===== src/rtl/sram_b_stream_reader.sv =====
// Burst read initiator for the 1W/1R SRAM wrapper: issues reads on the read
// port only and returns words in address order on a valid/ready stream.
module sram_b_stream_reader #(
  parameter int ABITS = 10,
  parameter int DBITS = 8,
  parameter int LBITS = 11
) (
  input  logic             CLK,
  input  logic             RST,
  input  logic             req_valid,
  output logic             req_ready,
  input  logic [ABITS-1:0] req_addr,
  input  logic [LBITS-1:0] req_len,
  output logic             CE1,
  output logic [ABITS-1:0] A1,
  input  logic [DBITS-1:0] Q1,
  output logic             out_valid,
  input  logic             out_ready,
  output logic [DBITS-1:0] out_data,
  output logic             out_last,
  output logic             busy,
  output logic             done
);

  typedef enum logic [1:0] {IDLE, RUN, DRAIN} state_t;

  state_t           state, state_nxt;
  logic [ABITS-1:0] rd_addr;
  logic [LBITS-1:0] issue_rem, beat_rem;
  logic [1:0]       cnt, occ;
  logic             inflight;
  logic [DBITS-1:0] buf_mem [2];
  logic             head, tail;
  logic             accept, pop, push, issue, done_nxt;

  assign req_ready = (state == IDLE) & ~RST;
  assign accept    = req_valid & req_ready;
  assign out_valid = (cnt != 2'd0);
  assign out_data  = buf_mem[head];
  assign out_last  = out_valid & (beat_rem == LBITS'(1));
  assign pop       = out_valid & out_ready;
  assign push      = inflight;
  // Reads in flight count against the buffer so a capture always has a slot.
  assign occ       = cnt + {1'b0, inflight};
  assign busy      = (state != IDLE);
  assign CE1       = issue;

  always_comb begin
    state_nxt = state;
    issue     = 1'b0;
    A1        = '0;
    done_nxt  = 1'b0;
    case (state)
      IDLE: begin
        if (accept) begin
          if (req_len == '0) done_nxt = 1'b1;
          else               state_nxt = RUN;
        end
      end
      RUN: begin
        A1    = rd_addr;
        issue = (issue_rem != '0) & ((occ < 2'd2) | ((occ == 2'd2) & pop));
        if (issue && issue_rem == LBITS'(1)) state_nxt = DRAIN;
      end
      DRAIN: begin
        if (pop && out_last) begin
          state_nxt = IDLE;
          done_nxt  = 1'b1;
        end
      end
      default: state_nxt = IDLE;
    endcase
  end

  always_ff @(posedge CLK) begin
    if (RST) begin
      state      <= IDLE;
      rd_addr    <= '0;
      issue_rem  <= '0;
      beat_rem   <= '0;
      cnt        <= '0;
      inflight   <= 1'b0;
      head       <= 1'b0;
      tail       <= 1'b0;
      buf_mem[0] <= '0;
      buf_mem[1] <= '0;
      done       <= 1'b0;
    end else begin
      state    <= state_nxt;
      inflight <= issue;
      done     <= done_nxt;
      if (issue) begin
        rd_addr   <= rd_addr + ABITS'(1);
        issue_rem <= issue_rem - LBITS'(1);
      end
      if (pop) begin
        head     <= ~head;
        beat_rem <= beat_rem - LBITS'(1);
      end
      if (push) begin
        buf_mem[tail] <= Q1;
        tail          <= ~tail;
      end
      case ({push, pop})
        2'b10:   cnt <= cnt + 2'd1;
        2'b01:   cnt <= cnt - 2'd1;
        default: cnt <= cnt;
      endcase
      if (accept) begin
        rd_addr   <= req_addr;
        issue_rem <= req_len;
        beat_rem  <= req_len;
      end
    end
  end

endmodule


===== config.mk =====
export PLATFORM = sky130hd
export DESIGN_NAME = sram_b_stream_reader
export DESIGN_NICKNAME = d
export VERILOG_FILES = /design/src/rtl/sram_b_stream_reader.sv
export SDC_FILE = /design/constraint.sdc
export NUM_CORES = 1
export LEC_CHECK = 0
export BUFFER_PORTS_ARGS = -buffer_cell sky130_fd_sc_hd__buf_2
export CAP_MARGIN = 20
export CORE_ASPECT_RATIO = 0.6
export CORE_UTILIZATION = 55
export DETAILED_ROUTE_END_ITERATION = 10
export PLACE_DENSITY_LB_ADDON = 0.2
export REMOVE_ABC_BUFFERS = 1
export SYNTH_ARGS = -nofsm -noshare
export SYNTH_HDL_FRONTEND = slang
export SYNTH_SLANG_ARGS = --single-unit

===== constraint.sdc =====
create_clock -name CLK -period 2.7 [get_ports CLK]
set_clock_uncertainty 0.05 [all_clocks]
set_input_delay 0 -clock CLK [delete_from_list [all_inputs] [get_ports CLK]]
set_output_delay 0 -clock CLK [all_outputs]
set_load 0.05 [all_outputs]

==> flow_summary_export.csv <==
group,metric,value,unit
run_status,result_of_the_run,"finished clean",
finish,area_delta_synth_final,27.3,%
floorplan,start_util,0.587,
power,power.leakage,1.57,nW
sta,unrepaired_setup_endpoints_after_global_routing,"no",
synth,post_synthesis_sequential_area_ratio,0.426,
finish,finish.utilization,0.747,
place,detailedPlacementHpwl,5390,um
power,vdd_drop_max,377,uV
routing,routed_wire_length_per_instance,15.9,um
routing,dr_total_vias,2903,
power,power_density,678,nW/um^2
finish,multi_input_comb_area,1610,um^2
clocking,clkTransAtPathRegs,0.08,ns
clocking,cts_max_level,3,
sta,period_minus_slack,2.51,ns
global_routing,grt_max_degree,34,
worst_hold_path,hold_path.class,"in2reg",
clocking,numClockSinks,57,
critical_path,crit_path_max_fanout,27,
sta,timing.slew.headroom,0.460,
synth,synth.distinct_cells,56,
finish,inserted_diodes,0,
floorplan,fp.dieH,59.7,um
finish,drive_gt1_frac,0.230,
routing,vias_per_cell,5.85,
finish,final_cell_area,3890,um^2
global_routing,globalRoute.totalOverflow,0,
job,max-cap-violations,0,
floorplan,die_width,98.2,um
floorplan,ios,57,
clocking,tritoncts_clock_tree,"yes",
place,io_buffer_count,56,
routing,postRouteWirelength,7910,um
synth,synth-async-reset-ratio,0,
synth,synth_edf_count,16,
synth,main_flop_type_after_synthesis,"dfxtp_1",
critical_path,crit_path_end_kind,"output pin",
global_routing,grtUsageTotal,0.284,
synth,warnings_from_yosys,0,
sta,setup_viol_count_final,0,
clocking,clk_latency,0.34,ns
routing,drt_pass1_iterations,9,
global_routing,antenna_violations_before_repair,0,
critical_path,cp-start-kind,"flip-flop",
finish,design.final.nets,466,
finish,most_common_cell_after_layout_fill_and_taps_aside,"buf_2",
routing,initialDrtViolationCount,256,
floorplan,core_area,5200,um^2
sta,hold_violations,0,
place,post_dp_cell_area,3380,um^2
global_routing,grt_pass1_vias,2559,
critical_path,worst_ep_arrival_time,2.46,ns
critical_path,criticalPathCategory,"reg2out",
floorplan,die_area,5870,um^2
synth,ys_ff_latch,57,
synth,post_syn_area,3060,um^2
clocking,clock_tree.buffer_depth,2,
finish,mostFrequentLayoutCells,"buf_2 (56), dfxtp_1 (41), nor2_1 (31)",
global_routing,grt_first_pass_wirelength,12600,um
sta,timing.final.crit_share,0.928,
finish,filler_cell_count,396,
critical_path,critical_path_required,2.65,ns
routing,post-route-drc-count,0,
sta,report.final.slew_viol_count,0,
finish,seqCellArea,1300,um^2
clocking,root_buffer,"clkbuf_8",
routing,postRouteAntennaNets,0,
sta,fmaxAchievable,399,MHz
floorplan,floorplan.rows,20,
synth,avgSynthCellArea,8.99,um^2
clocking,number_of_cts_inserted_buffers,9,
synth,synth_cells,340,
place,final_wtd_congestion,0.863,
sta,tightest_slew,0.808,ns
[metrics by stage]
stage          setup TNS [ns]  hold WS, ns  std cells  setup slack (ns)  total power [mW]
5_1_grt                     0       0.0314        496             0.100              2.75
3_3_place_gp                0        0.217        452             0.265              1.67
2_1_floorplan           -7.46       0.0189        323            -0.524              1.50
6_report                    0       0.0219        496             0.195              2.64
3_5_place_dp                0        0.236        452             0.146              1.69
4_1_cts                     0       0.0141        496            0.0837              2.63
[cells in the mapped netlist, drive strengths merged, types with 10 or more instances]
library cell   n  area (um^2)
nor3          13         65.1
nor4          11         83.8
o21ai         12         60.1
nor2          31          116
nand2         27          101
dfxtp         41          821
and2          25          156
a21oi         22          110
inv           13         53.8
clkbuf        10         37.5
edfxtp        16          480
[cell families after synthesis]
kind of cell	share of synthesized area
fa+ha+maj	0.0327
simple gates	0.254
mux	0.0364
compound gates	0.167
xor+xnor	0.0344
flops	0.426
buf+inv	0.0491
[worst max-delay path, cell delays in order, from the launching register on]
cell	delay (ns)
dfxtp_1	0.46
ha_1	0.29
and3b_1	0.22
o22ai_1	0.16
or3_4	0.47
inv_6	0.20
buf_2	0.30
[metal layers]
metal	routed length [um]	track usage
met2	3310	0.424
met3	723	0.0737
met1	3710	0.402
met4	155	0.104
met5	0	0
[final timing paths]
kind	start	endpoint	slack, ns	depth (start not counted)
worst max-delay path	cnt[0]$_SDFFE_PP0P_	CE1	0.19	6
worst max register to register	cnt[0]$_SDFFE_PP0P_	rd_addr[8]$_SDFFE_PP0P_	0.22	6
worst min-delay path	req_addr[5]	rd_addr[5]$_SDFFE_PP0P_	0.02	4
worst min register to register	head$_SDFFE_PP0P_	flip-flop	0.46	2
[final cells by class]
class	count	area share
sequential	57	0.335
clock buffer	9	0.0318
inverter	14	0.0148
multi-input combinational	252	0.414
timing repair buffer	91	0.158
clock inverter	7	0.0261
tap	66	0.0212
[flip-flops by register name (all words and copies together) (netlist names), 2 cells and up, named ones only]
| name | flops |
|---|---|
| cnt | 2 |
| rd_addr | 10 |
| beat_rem | 11 |
| buf_mem | 16 |
| state | 2 |
| issue_rem | 11 |
[repair_timing]
| action | in CTS | in global routing |
|---|---|---|
| setup endpoints to repair | 0 | 2 |
| resized for setup | 0 | 1 |
| hold endpoints to repair | 48 | 0 |
| hold buffers | 28 | 0 |
| setup buffers | 0 | 0 |
[power breakdown]
part | internal, mW | switching [mW]
registers | 0.959 | 0.0947
logic | 0.265 | 0.402
clock network | 0.527 | 0.391
Note: power is estimated with default switching activity, not from simulation.
